===== src/rtl/clock_pkg.sv =====
// Shared definitions for the clock datapath: controller state encoding and
// the counting limits used by the seconds, minutes and hours stages.
package clock_pkg;

    // Controller modes: frozen, free-running, and manual time setting.
    typedef enum logic [1:0] {
        STOP = 2'd0,
        RUN  = 2'd1,
        SET  = 2'd2
    } clk_state_t;

    // Minute and second modulus.
    localparam int C_MIN_MAX      = 60;
    // Default hour modulus (24-hour display).
    localparam int C_HOUR_MAX_DEF = 24;

endpackage


===== src/rtl/mod_counter.sv =====
// Modulus-N wrap counter with synchronous clear.
// The wrap output is combinational: it is high in the cycle whose
// increment takes the count from N-1 back to 0, so it can serve as the carry
// into a following stage.
module mod_counter #(
    parameter int N = 60,
    parameter int W = 6
) (
    input  logic         clk,
    input  logic         clr,
    input  logic         inc,
    output logic [W-1:0] cnt,
    output logic         wrap
);

    localparam logic [W-1:0] LAST = W'(N - 1);

    assign wrap = inc && (cnt == LAST);

    // Count register: clear has priority, then increment with wrap at N-1.
    always_ff @(posedge clk) begin
        // NOTE: registers take non-blocking assignments so every flop samples
        // pre-edge values, independent of block evaluation order.
        if (clr) begin
            cnt <= '0;
        end else if (inc) begin
            cnt <= wrap ? '0 : cnt + 1'b1;
        end
    end

endmodule


===== src/rtl/min_hour_gen.sv =====
// Minutes/hours stage of the clock. Detects the end of each minute from the
// falling edge of the upstream sec_tic level, runs a STOP/RUN/SET controller
// and drives two modulus counters (minutes, hours).
module min_hour_gen
    import clock_pkg::*;
#(
    parameter int P_MIN_BIT  = 6,
    parameter int P_HOUR_BIT = 5,
    parameter int P_HOUR_MAX = C_HOUR_MAX_DEF
) (
    input  logic                  clk,
    input  logic                  reset_all,
    input  logic                  en,
    input  logic                  sec_tic,
    input  logic                  set_mode,
    input  logic                  inc_min,
    input  logic                  inc_hour,
    output logic [P_MIN_BIT-1:0]  min,
    output logic [P_HOUR_BIT-1:0] hour,
    output logic                  min_tic,
    output logic                  day_tic
);

    clk_state_t state;
    logic       sec_tic_d;
    logic       en_d;
    logic       minute_event;
    logic       min_inc;
    logic       hour_inc;
    logic       min_wrap;
    logic       hour_wrap;

    // A minute ends when sec_tic falls while en is high now and was high a
    // cycle ago. Requiring en_d rejects the drop of sec_tic that the upstream
    // stage produces when it is cleared by en falling.
    assign minute_event = sec_tic_d && !sec_tic && en && en_d;

    // Counter increments are chosen by the registered state. Kept as two
    // separate assigns so the hour carry path (min_inc -> min_wrap ->
    // hour_inc) is not seen as a combinational loop through one block.
    assign min_inc  = (state == RUN) ? minute_event :
                      (state == SET) ? inc_min      : 1'b0;
    assign hour_inc = (state == RUN) ? min_wrap     :
                      (state == SET) ? inc_hour     : 1'b0;

    assign min_tic = (min == P_MIN_BIT'(C_MIN_MAX - 1));

    // Controller: edge-detect registers, mode selection and the registered
    // end-of-day pulse, all cleared by reset_all.
    always_ff @(posedge clk) begin
        if (reset_all) begin
            state     <= STOP;
            sec_tic_d <= 1'b0;
            en_d      <= 1'b0;
            day_tic   <= 1'b0;
        end else begin
            sec_tic_d <= sec_tic;
            en_d      <= en;
            if (!en) begin
                state <= STOP;
            end else if (set_mode) begin
                state <= SET;
            end else begin
                state <= RUN;
            end
            // Only a natural rollover counts as a new day; setting the time
            // past midnight by hand does not.
            day_tic <= (state == RUN) && hour_wrap;
        end
    end

    mod_counter #(
        .N (C_MIN_MAX),
        .W (P_MIN_BIT)
    ) u_min_cnt (
        .clk  (clk),
        .clr  (reset_all),
        .inc  (min_inc),
        .cnt  (min),
        .wrap (min_wrap)
    );

    mod_counter #(
        .N (P_HOUR_MAX),
        .W (P_HOUR_BIT)
    ) u_hour_cnt (
        .clk  (clk),
        .clr  (reset_all),
        .inc  (hour_inc),
        .cnt  (hour),
        .wrap (hour_wrap)
    );

endmodule


===== config.mk =====
export PLATFORM = sky130hd
export DESIGN_NAME = min_hour_gen
export DESIGN_NICKNAME = d
export VERILOG_FILES = /design/src/rtl/clock_pkg.sv /design/src/rtl/mod_counter.sv /design/src/rtl/min_hour_gen.sv
export SDC_FILE = /design/constraint.sdc
export NUM_CORES = 1
export LEC_CHECK = 0
export CAP_MARGIN = 20
export CORE_MARGIN = 5
export CORE_UTILIZATION = 43
export CTS_CLUSTER_SIZE = 20
export DETAILED_ROUTE_END_ITERATION = 16
export PLACE_DENSITY_LB_ADDON = 0.12
export SYNTH_ARGS = -nofsm -noshare
export SYNTH_HDL_FRONTEND = slang
export SYNTH_SLANG_ARGS = --single-unit

===== constraint.sdc =====
create_clock -name clk -period 1.55 [get_ports clk]
set_clock_uncertainty 0.1 [all_clocks]
set_input_delay 0.2325 -clock clk [delete_from_list [all_inputs] [get_ports clk]]
set_output_delay 0.2325 -clock clk [all_outputs]
set_load 0.05 [all_outputs]

==> results of run 1 <==
## logic make-up after synthesis
group,synth area share
flops,0.3867
xor+xnor,0.02115
simple gates,0.3369
fa+ha+maj,0.03021
compound gates,0.1314
buf+inv,0.02719
mux,0.06646
## report_power, final
part | switching, mW | internal (mW) | total (mW)
logic | 0.0366 | 0.0473 | 0.0840
clock network | 0.133 | 0.100 | 0.233
registers | 0.00515 | 0.410 | 0.415
total | 0.174 | 0.558 | 0.732
## cell usage after synthesis, types with 2 or more instances
library cell   n  area, µm²
dfxtp_1       16      320.3
nor2_1         7      26.28
mux2i_1        4      40.04
nand3_1        4      20.02
nor2b_1        4      25.02
a21oi_1        3      15.01
clkbuf_1       3      11.26
inv_1          3      11.26
nand2b_1       3      18.77
nand4b_1       3      26.28
ha_1           2      25.02
nand2_1        2      7.510
nand3b_1       2      15.01
nor3_1         2      10.01
nor4_1         2      12.51
o21ai_2        2      17.52
xnor2_1        2      17.52
## sequential cells by signal, indices dropped and copies added, names as in the netlist
signal,cells
sec_tic_d,1
u_min_cnt.cnt,6
state,2
day_tic,1
u_hour_cnt.cnt,5
en_d,1
## routing by layer
| metal | GRT usage | vias up |
|---|---|---|
| met5 | 0 | - |
| met4 | 0.08936 | 0 |
| met3 | 0.03324 | 4 |
| met2 | 0.3286 | 17 |
| met1 | 0.2007 | 394 |
| li1 | - | 401 |
## timing repair
item / in CTS / in global routing
setup buffers: 2 / 2
gates resized for setup: 5 / 5
pin swaps: 3 / 5
hold buffers: 0 / 0
endpoints found under the setup margin: 4 / 9
hold endpoints to repair: 0 / 0
## final cells by class
type,instances,area [µm²],share of cell area
clock buffers,4,26.28,0.01820
flip-flops and latches,16,344.1,0.2383
repair buffers,42,498.0,0.3449
well taps,25,31.28,0.02166
multi-input cells,64,533.0,0.3692
inverters,3,11.26,0.007799
## final timing paths
path | cells past startpoint | endpoint | slack (ps)
setup / recovery | 6 | u_hour_cnt.cnt[2]$_SDFFE_PP0P_ | -60
setup reg to reg | 6 | u_hour_cnt.cnt[2]$_SDFFE_PP0P_ | -60
hold / removal | 2 | sec_tic_d$_SDFF_PP0_ | 180
hold reg to reg | 2 | u_hour_cnt.cnt[0]$_SDFFE_PP0P_ | 420
## metrics by stage
stage / utilization / setup WS [ps] / instances / total power [mW] / instance area, µm²
global route: 0.8098 / -131.6 / 154 / 0.7648 / 1444
floorplan: - / -98.04 / 86 / 0.4589 / 870.8
CTS: 0.7909 / -40.04 / 152 / 0.7369 / 1410
detailed placement: 0.7593 / -361.8 / 146 / 0.5061 / 1354
finish: 0.8098 / -60.52 / 154 / 0.7319 / 1444
global placement: 0.7593 / -310.2 / 146 / 0.5033 / 1354
## critical path: stages, from the launching register on
cell and delay [ps]:
dfxtp_4 370, ha_4 140, nand2b_4 70, nor4_4 280, buf_4 180, o21ai_2 60, mux2_4 290
==> results.py, run 1 <==
metrics = {
    "clocking": {
        "insertion_delay_ps": 290,
        "numCtsBuffers": 3,
        "cts-root-buf": "clkbuf_4",
        "clk_pin_slew_ps": 90,
        "cts_sinks": 16,
        "cts_tree": "done",
        "clock_path_buffers": 2,
        "htreeDepth": 1,
    },
    "finish": {
        "drive_gt1_frac": 0.4884,
        "syn_to_final_growth_pct": 74.32,
        "final_nets": 139,
        "final_cell_mix": "buf_4 (21), buf_12 (13), dfxtp_1 (7)",
        "layout_commonest_cell": "buf_4",
        "fillers": 122,
        "antenna_cells": 0,
    },
    "power_and_ir_drop": {
        "p_leak_nw": 0.5641,
        "power.density_nw_per_um2": 506.9,
        "max-vdd-ir-drop_mv": 0.4697,
    },
    "floorplan": {
        "io_pins": 20,
        "dieHeight_um": 53.89,
        "die_area_um2": 2904,
        "core-area_um2": 1783,
        "rows": 15,
        "fp.dieW_um": 53.89,
        "start_util": 0.4646,
    },
    "placement": {
        "routabilityCongestion": 0.8373,
        "port-buffer-count": 19,
        "dp_hpwl_um": 1722,
    },
    "yosys": {
        "synth-edff-count": 0,
        "avgSynthCellArea_um2": 9.631,
        "synth-seq-cells": 16,
        "syn-instance-count": 86,
        "netlist_area_um2": 828.3,
        "async_reset_ff_frac": 0,
        "yosysSeqAreaShare": 0.3867,
        "yosys_warnings": 0,
        "yosysUniqueCellTypes": 39,
        "syn_nets": 95,
        "ys.flop_type": "dfxtp_1",
    },
    "drt": {
        "first_pass_iters": 4,
        "via_per_inst": 5.299,
        "wl_per_cell_um": 14.27,
        "final_antenna_net_count": 0,
        "wl_um": 2197,
        "wl_met2_um": 1131,
        "drtIter0Drc": 25,
        "wl_met1_um": 955,
        "drc": 0,
        "dr_wl_met3_um": 73,
        "dr.max_layer_used": "met4",
        "vias": 816,
    },
    "timing": {
        "worstMarginPinSlew_ps": 299.9,
        "setup_slack_ps": -60.52,
        "fin_crit_ps": 1611,
        "clock.fmax_mhz": 620.9,
        "finalSetupTns_ps": -87.81,
        "hold_viol_final": 0,
        "slew_headroom": 0.7998,
        "hold_ws_ps": 183.3,
        "grt_setup_unrepaired": "true",
        "maxSlewViolCount": 0,
        "fin_crit_sh": 1.039,
        "finalSetupViolations": 3,
    },
    "critical_path": {
        "critPathKind": "flop to flop",
        "worstSetupEndpointType": "flop",
        "crit_arrival_ps": 1690,
        "cp-startpoint": "u_min_cnt.cnt[0]$_SDFFE_PP0P_",
        "timing.rr.start": "u_min_cnt.cnt[0]$_SDFFE_PP0P_",
        "startpoint_type": "flop",
        "required_ps": 1630,
        "path_max_fanout": 4,
    },
    "global_route": {
        "grt-ovfl-total": 0,
        "first_global_vias": 851,
        "antenna_found_initial": 0,
        "grt_pass1_wl_um": 3705,
        "track_usage": 0.1818,
        "grt_max_degree": 10,
    },
    "hold_path": {
        "min-delay-start": "sec_tic",
        "hold_path.class": "primary input to flop",
    },
    "run_status": {
        "failed_checks": "setup timing",
        "outcome": "finished with violations",
    },
    "job": {
        "drv_cap": 0,
    },
}
Power figures use the tool's default switching activity.
==> inputs of run 2 (changes only) <==
CORE_ASPECT_RATIO = 2   (was default)
CORE_UTILIZATION = 31   (was 43)
==> run 2 against run 1 <==
Compared with the run above: critical path type is now flop to output pin; combinational power decreased by 2.5%; first-iteration DRC count rose by 8.0%; via count is 1.6% lower; sequential share of layout area down 0.43 points; setup slack gained 82 ps; utilization shrank 24 points; clock power grew 58%; the run now ends clean.
==> results.py, run 2 (synthesized netlist as in run 1, its figures left out) <==
metrics = {
    "run_status": {
        "outcome": "finished clean",
    },
    "placement": {
        "post-place-cells": 148,
        "dp_hpwl_um": 1695,
        "pre_cts_ws_ps": -378.2,
        "routabilityCongestion": 0.7757,
        "place_area_um2": 1338,
        "port-buffer-count": 19,
    },
    "finish": {
        "fin_cells": 157,
        "reg_top3": "u_min_cnt.cnt (6), u_hour_cnt.cnt (5), state (2)",
        "largest_reg_flops": 6,
        "layout_commonest_cell": "buf_4",
        "fin_area_um2": 1465,
        "final_nets": 139,
        "drive_gt1_frac": 0.4884,
        "top_register": "u_min_cnt.cnt",
        "final_util": 0.5701,
        "syn_to_final_growth_pct": 76.89,
        "final_cell_mix": "buf_4 (23), buf_12 (12), dfxtp_1 (8)",
        "antenna_cells": 0,
    },
    "power_and_ir_drop": {
        "power.density_nw_per_um2": 590.2,
        "p_total_uw": 864.8,
        "p_leak_nw": 0.5689,
        "max-vdd-ir-drop_mv": 0.4112,
    },
    "timing": {
        "worstMarginPinSlew_ps": 333.2,
        "setup_slack_ps": 21.18,
        "maxSlewViolCount": 0,
        "grt_setup_unrepaired": "true",
        "finalSetupTns_ps": 0,
        "hold_viol_final": 0,
        "fin_crit_ps": 1529,
        "finalSetupViolations": 0,
        "slew_headroom": 0.7762,
        "fin_crit_sh": 0.9863,
        "hold_ws_ps": 238.2,
        "clock.fmax_mhz": 654.1,
    },
    "clocking": {
        "cts_tree": "done",
        "clock_path_buffers": 2,
        "cts_hold_buf": 0,
        "numCtsBuffers": 3,
        "cts_sinks": 16,
        "cts-root-buf": "clkbuf_8",
        "htreeDepth": 1,
        "insertion_delay_ps": 250,
        "clk_pin_slew_ps": 60,
    },
    "floorplan": {
        "io_pins": 20,
        "fp.dieW_um": 46.55,
        "core-area_um2": 2570,
        "start_util": 0.3223,
        "rows": 26,
        "dieHeight_um": 83.10,
        "die_area_um2": 3868,
    },
    "hold_path": {
        "hold_depth": 2,
        "hold_path.class": "primary input to flop",
        "min-delay-start": "sec_tic",
        "whs_endpoint": "sec_tic_d$_SDFF_PP0_",
    },
    "drt": {
        "wl_per_cell_um": 13.46,
        "wl_um": 2114,
        "first_pass_iters": 4,
        "via_per_inst": 5.115,
        "final_antenna_net_count": 0,
        "drc": 0,
        "drtIter0Drc": 27,
        "vias": 803,
    },
    "critical_path": {
        "crit_arrival_ps": 1200,
        "timing.rr.start": "u_min_cnt.cnt[0]$_SDFFE_PP0P_",
        "worstSetupEndpointType": "output pin",
        "startpoint_type": "flop",
        "required_ps": 1220,
        "ff2ff_path_depth": 5,
        "critPathKind": "flop to output pin",
        "ff2ff_setup_slack_ps": 30,
        "r2r_end": "u_hour_cnt.cnt[2]$_SDFFE_PP0P_",
        "path_max_fanout": 2,
    },
    "global_route": {
        "antenna_found_initial": 0,
        "grt_max_degree": 10,
        "grt-ovfl-total": 0,
        "track_usage": 0.1254,
        "first_global_vias": 837,
        "grt_pass1_wl_um": 3615,
    },
    "job": {
        "drv_cap": 0,
    },
}
run 2: cell counts in the layout (fill, tap and decap cells not counted):
No cell type changed its count.
run 2: worst max path at each step:
stage	from	to	slack, ps	depth (start not counted)
final	u_min_cnt.cnt[0]$_SDFFE_PP0P_	min_tic	20	5
after global routing	state[0]$_SDFF_PP0_	u_hour_cnt.cnt[2]$_SDFFE_PP0P_	-30	4
after CTS	sec_tic_d$_SDFF_PP0_	day_tic$_SDFF_PP0_	-20	5
after detailed placement	en	day_tic$_SDFF_PP0_	-380	6
after global placement	sec_tic	u_min_cnt.cnt[1]$_SDFFE_PP0P_	-350	6
after floorplan	u_min_cnt.cnt[1]$_SDFFE_PP0P_	u_hour_cnt.cnt[2]$_SDFFE_PP0P_	-100	5
run 2: routing by layer:
metal | share of wire | wire, µm | vias up | GRT usage
li1 | - | - | 398 | -
met3 | 0.031 | 66 | 6 | 0.02381
met2 | 0.58 | 1232 | 18 | 0.2148
met5 | 0 | 0 | - | 0
met4 | 0.026 | 55 | 0 | 0.06477
met1 | 0.36 | 759 | 381 | 0.1343
run 2: where the power goes:
| part | total (mW) | internal [mW] | switching (mW) |
|---|---|---|---|
| registers | 0.416 | 0.411 | 0.00569 |
| logic | 0.0819 | 0.0460 | 0.0360 |
| clock network | 0.367 | 0.225 | 0.141 |
| total | 0.865 | 0.682 | 0.183 |
run 2: critical path, cell delays in order, from the launching register on:
cell,delay [ps]
dfxtp_4,360
ha_4,150
nand2b_4,60
buf_6,120
nor2_4,110
buf_12,150
run 2: layout make-up:
class                           instances  area, µm²
Tap cell                               28      35.03
Clock buffer                            4      55.05
Sequential cell                        16      342.8
Multi-Input combinational cell         64      539.3
Fill cell                             224       1105
Timing Repair Buffer                   42      481.7
Inverter                                3      11.26
run 2: timing repair:
action | 4_1_cts | 5_1_grt
pin swaps | 5 | 4
buffers inserted | 4 | 1
resized for setup | 3 | 5
endpoints found under the setup margin | 12 | 9
